## src/rtl/cga_pkg.sv

```systemverilog
// Shared definitions for the CGA/Tandy VRAM arbiter: FSM encoding, frame-buffer window
// constants and VRAM address width.
package cga_pkg;

  typedef enum logic [1:0] {
    StIdle,
    StWaitSlot,
    StAccess,
    StDone
  } arb_state_e;

  localparam int unsigned VramAddrW     = 19;
  localparam logic [19:0] FbBaseDefault = 20'hB8000;

  // The CPU window is 32K aligned, so only the top five address bits take part in the decode.
  function automatic logic fb_hit(input logic [19:0] addr, input logic [19:0] base);
    return addr[19:15] == base[19:15];
  endfunction

endpackage

```

## src/rtl/cga_bus_sync.sv

```systemverilog
// Two-flop synchroniser for an asynchronous active-low ISA strobe, plus a one-cycle pulse on
// its synchronised falling edge.
module cga_bus_sync (
  input  logic clk,
  input  logic reset_n,
  input  logic strobe_l,
  output logic sync_l,
  output logic fall
);

  // sr_q[1:0] form the synchroniser; sr_q[2] is the previous synced level for edge detect.
  logic [2:0] sr_q;

  always_ff @(posedge clk or negedge reset_n) begin
    if (!reset_n) begin
      sr_q <= 3'b111;
    end else begin
      sr_q <= {sr_q[1:0], strobe_l};
    end
  end

  assign sync_l = sr_q[1];
  assign fall   = sr_q[2] & ~sr_q[1];

endmodule

```

## src/rtl/cga_vram_arbiter.sv

```systemverilog
// Arbitrates the single CGA/Tandy VRAM port between ISA CPU cycles and display fetches.
// Optional feature: define CGA_SNOW_EN to emit the snow byte on forced 80-column writes.
module cga_vram_arbiter
  import cga_pkg::*;
#(
  parameter logic [19:0] FB_BASE      = FbBaseDefault,
  parameter int unsigned ADDR_W       = 15,
  parameter bit          USE_BUS_WAIT = 1'b1,
  parameter int unsigned RD_LAT       = 1,
  parameter logic [7:0]  WAIT_MAX     = 8'd63
) (
  input  logic                 clk,
  input  logic                 reset_n,
  input  logic [19:0]          bus_a,
  input  logic                 bus_memr_l,
  input  logic                 bus_memw_l,
  input  logic [7:0]           bus_d,
  output logic [7:0]           bus_out_mem,
  output logic                 bus_mem_dir,
  output logic                 bus_rdy,
  input  logic                 isa_op_enable,
  input  logic                 vram_read,
  input  logic [VramAddrW-1:0] vid_addr,
  input  logic                 hres_text,
  output logic [VramAddrW-1:0] ram_a,
  output logic                 ram_we_l,
  output logic [7:0]           ram_wd,
  input  logic [7:0]           ram_d,
  output logic                 snow_valid,
  output logic [7:0]           snow_data
);

  localparam logic [1:0] RdLast = 2'(RD_LAT - 1);

  logic memr_sync_l, memr_fall;
  logic memw_sync_l, memw_fall;

  cga_bus_sync u_sync_memr (
    .clk      (clk),
    .reset_n  (reset_n),
    .strobe_l (bus_memr_l),
    .sync_l   (memr_sync_l),
    .fall     (memr_fall)
  );

  cga_bus_sync u_sync_memw (
    .clk      (clk),
    .reset_n  (reset_n),
    .strobe_l (bus_memw_l),
    .sync_l   (memw_sync_l),
    .fall     (memw_fall)
  );

  arb_state_e        state_q;
  logic [ADDR_W-1:0] offset_q;
  logic [7:0]        wdata_q;
  logic              is_wr_q;
  logic [7:0]        wait_q;
  logic [1:0]        lat_q;
  logic              bus_rdy_q;

  logic hit, wr_req, rd_req, released, grant;

  // A simultaneous read is ignored when a write falls in the same cycle.
  assign hit      = fb_hit(bus_a, FB_BASE);
  assign wr_req   = hit & memw_fall;
  assign rd_req   = hit & memr_fall & ~memw_fall;
  assign released = is_wr_q ? memw_sync_l : memr_sync_l;
  assign grant    = (isa_op_enable & ~vram_read) | (wait_q == WAIT_MAX);

`ifdef CGA_SNOW_EN
  logic       snow_valid_q;
  logic [7:0] snow_data_q;
`endif

  always_ff @(posedge clk or negedge reset_n) begin
    if (!reset_n) begin
      state_q     <= StIdle;
      offset_q    <= '0;
      wdata_q     <= '0;
      is_wr_q     <= 1'b0;
      wait_q      <= '0;
      lat_q       <= '0;
      bus_rdy_q   <= 1'b1;
      ram_we_l    <= 1'b1;
      bus_out_mem <= '0;
      bus_mem_dir <= 1'b0;
`ifdef CGA_SNOW_EN
      snow_valid_q <= 1'b0;
      snow_data_q  <= '0;
`endif
    end else begin
`ifdef CGA_SNOW_EN
      snow_valid_q <= 1'b0;
`endif
      unique case (state_q)
        StIdle: begin
          if (wr_req || rd_req) begin
            state_q     <= StWaitSlot;
            offset_q    <= bus_a[ADDR_W-1:0];
            wdata_q     <= bus_d;
            is_wr_q     <= wr_req;
            bus_mem_dir <= ~wr_req;
            bus_rdy_q   <= 1'b0;
            wait_q      <= '0;
          end
        end
        StWaitSlot: begin
          if (released) begin
            state_q     <= StIdle;
            bus_rdy_q   <= 1'b1;
            bus_mem_dir <= 1'b0;
          end else if (grant) begin
            state_q  <= StAccess;
            ram_we_l <= ~is_wr_q;
            lat_q    <= '0;
`ifdef CGA_SNOW_EN
            // With vram_read high a grant can only be the forced one.
            if (is_wr_q && vram_read && hres_text) begin
              snow_valid_q <= 1'b1;
              snow_data_q  <= wdata_q;
            end
`endif
          end else if (wait_q != 8'hFF) begin
            wait_q <= wait_q + 8'd1;
          end
        end
        StAccess: begin
          if (is_wr_q) begin
            ram_we_l  <= 1'b1;
            bus_rdy_q <= 1'b1;
            state_q   <= StDone;
          end else if (lat_q == RdLast) begin
            bus_out_mem <= ram_d;
            bus_rdy_q   <= 1'b1;
            state_q     <= StDone;
          end else begin
            lat_q <= lat_q + 2'd1;
          end
        end
        StDone: begin
          if (memr_sync_l && memw_sync_l) begin
            state_q     <= StIdle;
            bus_mem_dir <= 1'b0;
          end
        end
        default: state_q <= StIdle;
      endcase
    end
  end

  assign ram_a   = (state_q == StAccess) ? VramAddrW'(offset_q) : vid_addr;
  assign ram_wd  = wdata_q;
  assign bus_rdy = USE_BUS_WAIT ? bus_rdy_q : 1'b1;

`ifdef CGA_SNOW_EN
  assign snow_valid = snow_valid_q;
  assign snow_data  = snow_data_q;
`else
  logic unused_hres_text;
  assign unused_hres_text = hres_text;
  assign snow_valid       = 1'b0;
  assign snow_data        = 8'h00;
`endif

endmodule
```

## config.mk

```make
export PLATFORM = sky130hd
export DESIGN_NAME = cga_vram_arbiter
export DESIGN_NICKNAME = d
export VERILOG_FILES = /design/src/rtl/cga_pkg.sv /design/src/rtl/cga_bus_sync.sv /design/src/rtl/cga_vram_arbiter.sv
export SDC_FILE = /design/constraint.sdc
export NUM_CORES = 1
export LEC_CHECK = 0
export BUFFER_PORTS_ARGS = -buffer_cell sky130_fd_sc_hd__buf_2
export CORE_UTILIZATION = 45
export DETAILED_ROUTE_END_ITERATION = 6
export PLACE_DENSITY = 0.75
export SLEW_MARGIN = 15
export SYNTH_ARGS = -nofsm -noshare
export SYNTH_HDL_FRONTEND = slang
export SYNTH_HIERARCHICAL = 1
export SYNTH_SLANG_ARGS = --single-unit
export TNS_END_PERCENT = 5
```

## constraint.sdc

```tcl
create_clock -name clk -period 3.1 [get_ports clk]
set_clock_uncertainty 0.05 [all_clocks]
set_input_delay 0.93 -clock clk [delete_from_list [all_inputs] [get_ports clk]]
set_output_delay 0.93 -clock clk [all_outputs]
set_load 0.03 [all_outputs]
```

==> flow_metrics.py, run 1 <==
metrics = {
    "outcome": {
        "outcome": "finished, final reports clean",
    },
    "floorplanning": {
        "start_util_pct": 47.8,
        "core_area_um2": 5610,
        "die_area_um2": 6270,
        "dieWidth_um": 79.2,
        "row_count": 27,
        "die_h_um": 79.2,
        "ios": 109,
    },
    "grt": {
        "grtUsageMet1_pct": 21.1,
        "overflow": 0,
        "antenna_found_initial": 0,
        "grt_max_degree": 29,
        "grt_busiest_layer": "met2",
        "grt_usage_pct": 17.5,
        "grt_first_pass_wirelength_um": 8410,
        "grt_pass1_vias": 1878,
        "grt_use_met3_pct": 3.68,
        "met2_usage_pct": 29.4,
    },
    "cts": {
        "cts_buffers": 5,
        "postCtsSetupBuffers": 0,
        "clock-sinks": 53,
        "cts_resized": 0,
        "hold_buffers": 0,
        "cts_tree": "yes",
        "clock_latency_ns": 0.31,
        "cts_htree_levels": 2,
        "path_clk_slew_ns": 0.09,
        "cts.path.max_buffers": 2,
        "clock_tree.root_cell": "clkbuf_8",
    },
    "sta": {
        "setup_tns_ns": 0,
        "setup_ws_ns": 0.185,
        "fin_crit_sh_pct": 94.0,
        "slew_violations": 0,
        "finalSetupViolCount": 0,
        "rsz0062_at_grt": "false",
        "max_freq_mhz": 343,
        "slew_headroom_pct": 66.0,
        "worstMarginPinSlew_ns": 0.510,
        "final-hold-violation-count": 0,
        "period_minus_slack_ns": 2.92,
    },
    "routing": {
        "first_pass_iters": 4,
        "drc": 0,
        "viasPerCell": 5.11,
        "drtIter0Drc": 77,
        "antenna_left": 0,
        "route.vias.total": 2017,
        "routed_wl_um": 5220,
        "wire_per_inst_um": 13.2,
    },
    "synthesis": {
        "syn_area_um2": 2680,
        "synth_most_common_cell": "mux2_2",
        "ys_async_sr_fraction_pct": 100,
        "synth_edf_count": 0,
        "synth_area_per_cell_um2": 12.1,
        "seq_area_frac_synth_pct": 49.9,
        "syn_inst": 221,
        "synth_common_cells": "mux2_2 (48), dfrtp_1 (45), a31oi_1 (10), nand2_1 (10), buf_4 (9)",
        "yosysWarnings": 6,
        "synth_seq_cells": 53,
        "yosysUniqueCellTypes": 45,
        "synth_top_area_share_pct": 42.0,
        "synth_area_leaders": "dfrtp_1 (42%), mux2_2 (20%), dfstp_2 (7.8%)",
        "yosysTopAreaCell": "dfrtp_1",
        "synth_ff_type": "dfrtp_1",
    },
    "placement": {
        "place_ws_ns": 0.515,
        "postPlaceCellArea_um2": 3230,
        "place.gp.congestion": 0.775,
        "io_buffers": 98,
        "dp_hpwl_um": 3960,
    },
    "power": {
        "ir_worst_vdd_mv": 0.459,
        "p_leak_uw": 0.00167,
        "p_per_area_nw_per_um2": 826,
    },
    "cells_and_area": {
        "finalInstanceArea_um2": 3350,
        "multiInputGateArea_um2": 1240,
        "fill_cells": 484,
        "final_util_pct": 59.7,
        "area_growth_pct": 24.9,
        "fin_nets": 392,
        "final_layout_size_suffix_gt1_share_pct": 53.9,
        "diodes": 0,
        "regArea_um2": 1340,
    },
    "setup_path": {
        "path_cells": "inv_1, ha_1, buf_4, mux2_2, buf_2",
        "critical-path-slowest-cell": "dfrtp_1",
        "critPathKind": "register to primary output",
        "end_kind": "primary output",
        "cp-start-kind": "register",
        "cpPeakStageDelay_ns": 0.43,
        "worstPathMaxFanout": 28,
        "cp-startpoint": "state_q[0]$_DFFE_PN0P_",
        "cp.required_ns": 2.12,
        "cp.arrival_ns": 1.94,
    },
    "flow_run": {
        "maxCapViolations": 0,
    },
    "min_path": {
        "hp-start": "u_sync_memw/sr_q[0]$_DFF_PN1_",
        "worstHoldPathType": "register to register",
    },
}
-- critical path: cells and delay by family (launching register included) --
family | cells | cell delay [ns]
adders and majority gates | 1 | 0.17
buffers and inverters | 3 | 0.63
DFF | 1 | 0.43
muxes | 1 | 0.37
-- placed cells by master (no fill, tap or decap), types with 4 or more instances in the layout --
cell / count
nand3_1: 4
buf_4: 6
nor2b_1: 5
nand2_1: 10
nand2b_1: 4
clkbuf_8: 5
o21ai_0: 6
ha_1: 8
inv_1: 7
a21oi_1: 5
nor2_1: 8
dfstp_2: 8
mux2_2: 48
dfrtp_1: 45
a31oi_1: 10
conb_1: 9
buf_2: 98
-- per-layer routing --
metal / share of wire [%] / up-vias
met5: 0 / -
met4: 1.8 / 0
met3: 6.2 / 7
met2: 47 / 86
met1: 44 / 948
li1: - / 976
-- flip-flops by register name, summed over array words and instances, names as in the netlist, named ones only --
name / count
offset_q: 15
bus_out_mem: 8
ram_wd: 8
wait_q: 8
u_sync_memr/sr_q: 3
u_sync_memw/sr_q: 3
lat_q: 2
bus_mem_dir: 1
bus_rdy: 1
is_wr_q: 1
ram_we_l: 1
state_q: 1
-- through the flow --
stage	total power (uW)	instances	hold slack, ns
final	2760	395	0.310
after global routing	2930	395	0.319
after CTS	2780	395	0.313
after detailed placement	2310	387	0.299
after global placement	2270	387	0.297
after floorplan	1960	229	0.295
-- area by class of cell --
class                   count  share of cell area, %
clock buffers               5                   2.06
clock inverters             3                   1.38
inverters                   7                  0.785
multi-input cells         151                   37.2
flip-flops and latches     53                   39.9
well taps                  72                   2.69
repair buffers            104                   16.0
-- power breakdown --
part	switching [uW]	leakage, uW	internal (uW)
Sequential	130	0.000672	901
Clock	234	0.0000543	242
Combinational	752	0.000938	506
Total	1120	0.00167	1650
-- worst paths after layout --
check	end	cells after the start	slack [ns]
worst max-delay path	ram_a[4]	5	0.18
worst min-delay path	u_sync_memw/sr_q[1]$_DFF_PN1_	0	0.31
worst max register to register	wait_q[0]$_DFFE_PN0P_	6	0.71
worst min register to register	u_sync_memw/sr_q[1]$_DFF_PN1_	0	0.31
max in group asynchronous	bus_rdy$_DFFE_PN1P_	2	1.82
min in group asynchronous	bus_mem_dir$_DFFE_PN0P_	1	0.49
-- kinds of logic after synthesis --
| group | count (synthesis) | synth area share (%) |
|---|---|---|
| AO/OA/AOI/OAI | 36 | 9.94 |
| XOR/XNOR | 1 | 0.327 |
| adder cells (fa/ha/maj) | 8 | 3.73 |
| buffers and inverters | 25 | 4.81 |
| flip-flops | 53 | 49.9 |
| multiplexers | 50 | 20.9 |
| other | 1 | 0.140 |
| AND/OR/NAND/NOR | 47 | 10.3 |
No activity file was read; power rests on OpenSTA's default activity.
==> inputs of run 2 (changes only) <==
--- a/config.mk
+++ b/config.mk
@@ -6,9 +6,9 @@
 export NUM_CORES = 1
 export LEC_CHECK = 0
 export BUFFER_PORTS_ARGS = -buffer_cell sky130_fd_sc_hd__buf_2
-export CORE_UTILIZATION = 45
+export CORE_UTILIZATION = 38
 export DETAILED_ROUTE_END_ITERATION = 6
-export PLACE_DENSITY = 0.75
+export PLACE_DENSITY = 0.65
 export SLEW_MARGIN = 15
 export SYNTH_ARGS = -nofsm -noshare
 export SYNTH_HDL_FRONTEND = slang
==> constraint.sdc (replaced) <==
create_clock -name clk -period 3.1 [get_ports clk]
set_clock_uncertainty 0.05 [all_clocks]
set_input_delay 0.31 -clock clk [delete_from_list [all_inputs] [get_ports clk]]
set_output_delay 0.31 -clock clk [all_outputs]
set_load 0.03 [all_outputs]
==> run 2 against run 1 <==
Via count decreased by 1.1%. Critical path depth unchanged. Register-to-register slack improved by 0.10 ns. Sequential cell count unchanged. Final area increased by 0.11%. Critical endpoint is now ram_a[2].
==> flow_metrics.py, run 2 (synthesized netlist as in run 1, its figures left out) <==
metrics = {
    "routing": {
        "routed_wl_um": 5390,
        "antenna_left": 0,
        "wire_per_inst_um": 12.9,
        "route.vias.total": 1994,
        "drtIter0Drc": 77,
        "viasPerCell": 4.76,
        "first_pass_iters": 4,
        "drc": 0,
    },
    "power": {
        "p_total_uw": 2670,
        "p_leak_uw": 0.00166,
        "ir_worst_vdd_mv": 0.440,
        "p_per_area_nw_per_um2": 795,
    },
    "sta": {
        "rsz0062_at_grt": "false",
        "fin_crit_sh_pct": 80.1,
        "slew_headroom_pct": 55.3,
        "max_freq_mhz": 402,
        "finalSetupViolCount": 0,
        "period_minus_slack_ns": 2.48,
        "slew_violations": 0,
        "setup_tns_ns": 0,
        "final-hold-violation-count": 0,
        "worstMarginPinSlew_ns": 0.664,
    },
    "cts": {
        "clock_latency_ns": 0.30,
        "cts_tree": "yes",
        "clock_tree.root_cell": "clkbuf_8",
        "clock-sinks": 53,
        "path_clk_slew_ns": 0.09,
        "cts_resized": 0,
        "cts.path.max_buffers": 2,
        "cts_buffers": 5,
        "cts_htree_levels": 2,
    },
    "setup_path": {
        "rrSetupSlack_ns": 0.81,
        "cp.required_ns": 2.74,
        "worstPathMaxFanout": 19,
        "r2r_cells": 5,
        "cp-start-kind": "register",
        "path_cells": "inv_1, ha_1, buf_4, mux2_2, buf_2",
        "end_kind": "primary output",
        "cpPeakStageDelay_ns": 0.43,
        "critical-path-slowest-cell": "dfrtp_1",
        "cp.arrival_ns": 2.12,
        "critPathKind": "register to primary output",
        "rr_startpoint": "u_sync_memr/sr_q[2]$_DFF_PN1_",
        "r2r_end": "wait_q[0]$_DFFE_PN0P_",
    },
    "grt": {
        "grt_usage_pct": 15.5,
        "grt_first_pass_wirelength_um": 8850,
        "grt_pass1_vias": 1922,
        "grt_max_degree": 30,
        "overflow": 0,
        "antenna_found_initial": 0,
    },
    "floorplanning": {
        "dieWidth_um": 86.0,
        "die_area_um2": 7390,
        "row_count": 30,
        "start_util_pct": 39.4,
        "die_h_um": 86.0,
        "core_area_um2": 6790,
        "ios": 109,
    },
    "min_path": {
        "hp-start": "bus_memw_l",
        "worstHoldPathType": "input pin to register",
        "holdPathStages": 1,
        "min_to": "u_sync_memw/sr_q[0]$_DFF_PN1_",
    },
    "placement": {
        "io_buffers": 98,
        "place.gp.congestion": 0.793,
        "dp_hpwl_um": 4070,
    },
    "cells_and_area": {
        "final_common_cell": "buf_2",
        "diodes": 0,
        "multiInputGateArea_um2": 1240,
        "fin_nets": 392,
        "largest_reg_flops": 15,
        "final_layout_size_suffix_gt1_share_pct": 53.3,
        "top_register": "offset_q",
        "area_growth_pct": 25.1,
        "regArea_um2": 1340,
        "mostFrequentLayoutCells": "buf_2 (98), mux2_2 (48), dfrtp_1 (45), nand2_1 (10), a31oi_1 (10)",
        "fill_cells": 630,
    },
    "flow_run": {
        "maxCapViolations": 0,
    },
    "outcome": {
        "outcome": "finished, final reports clean",
    },
}
==> run 2: what timing repair did <==
item                                   CTS  global route
hold buffers                             1             0
buffers inserted                         0             0
endpoints found under the hold margin   27             0
setup endpoints to repair                0             0
==> run 2: layer usage <==
metal	global-route usage, %	routed length (um)	vias to the layer above
met4	5.00	61	0
met3	5.10	413	5
li1	-	-	974
met1	19.3	2380	932
met2	25.5	2540	83
met5	0	0	-
==> run 2: area by class of cell <==
type	instances	area share, %
tap	96	3.58
sequential	53	39.9
clock inverter	2	0.411
clock buffer	6	2.16
timing repair buffer	104	16.1
multi-input combinational	151	37.1
inverter	7	0.784
==> run 2: metrics by stage <==
| stage | util, % | std cells | area, um^2 | hold WS [ns] | setup slack, ns |
|---|---|---|---|---|---|
| after detailed placement | 47.9 | 410 | 3260 | 0.297 | 0.836 |
| after global routing | 49.3 | 419 | 3350 | 0.0361 | 0.476 |
| final | 49.3 | 419 | 3350 | 0.0569 | 0.615 |
| after CTS | 49.3 | 419 | 3350 | 0.0444 | 0.592 |
| after floorplan | - | 229 | 2710 | -0.0356 | 0.983 |
| after global placement | 47.9 | 410 | 3260 | 0.297 | 0.872 |
==> run 2: critical path: cells and delay by family (launching register included) <==
family / cells / cell delay [ns]
adders and majority gates: 1 / 0.36
muxes: 1 / 0.37
buffers and inverters: 3 / 0.67
DFF: 1 / 0.43
==> run 2: report_power, final <==
group	switching, uW	total, uW	internal (uW)	leakage [uW]
clock	227	389	162	0.0000456
sequential	130	1030	901	0.000672
combinational	752	1250	494	0.000937
==> run 2: worst max path at each step <==
stage,start,slack [ns],cells after the start,endpoint
after global routing,state_q[0]$_DFFE_PN0P_,0.48,5,ram_a[3]
after floorplan,state_q[0]$_DFFE_PN0P_,0.98,5,ram_a[0]
after detailed placement,u_sync_memr/sr_q[2]$_DFF_PN1_,0.84,5,wait_q[0]$_DFFE_PN0P_
after CTS,state_q[0]$_DFFE_PN0P_,0.59,5,ram_a[2]
final,state_q[0]$_DFFE_PN0P_,0.62,5,ram_a[2]
after global placement,is_wr_q$_DFFE_PN0P_,0.87,5,wait_q[0]$_DFFE_PN0P_
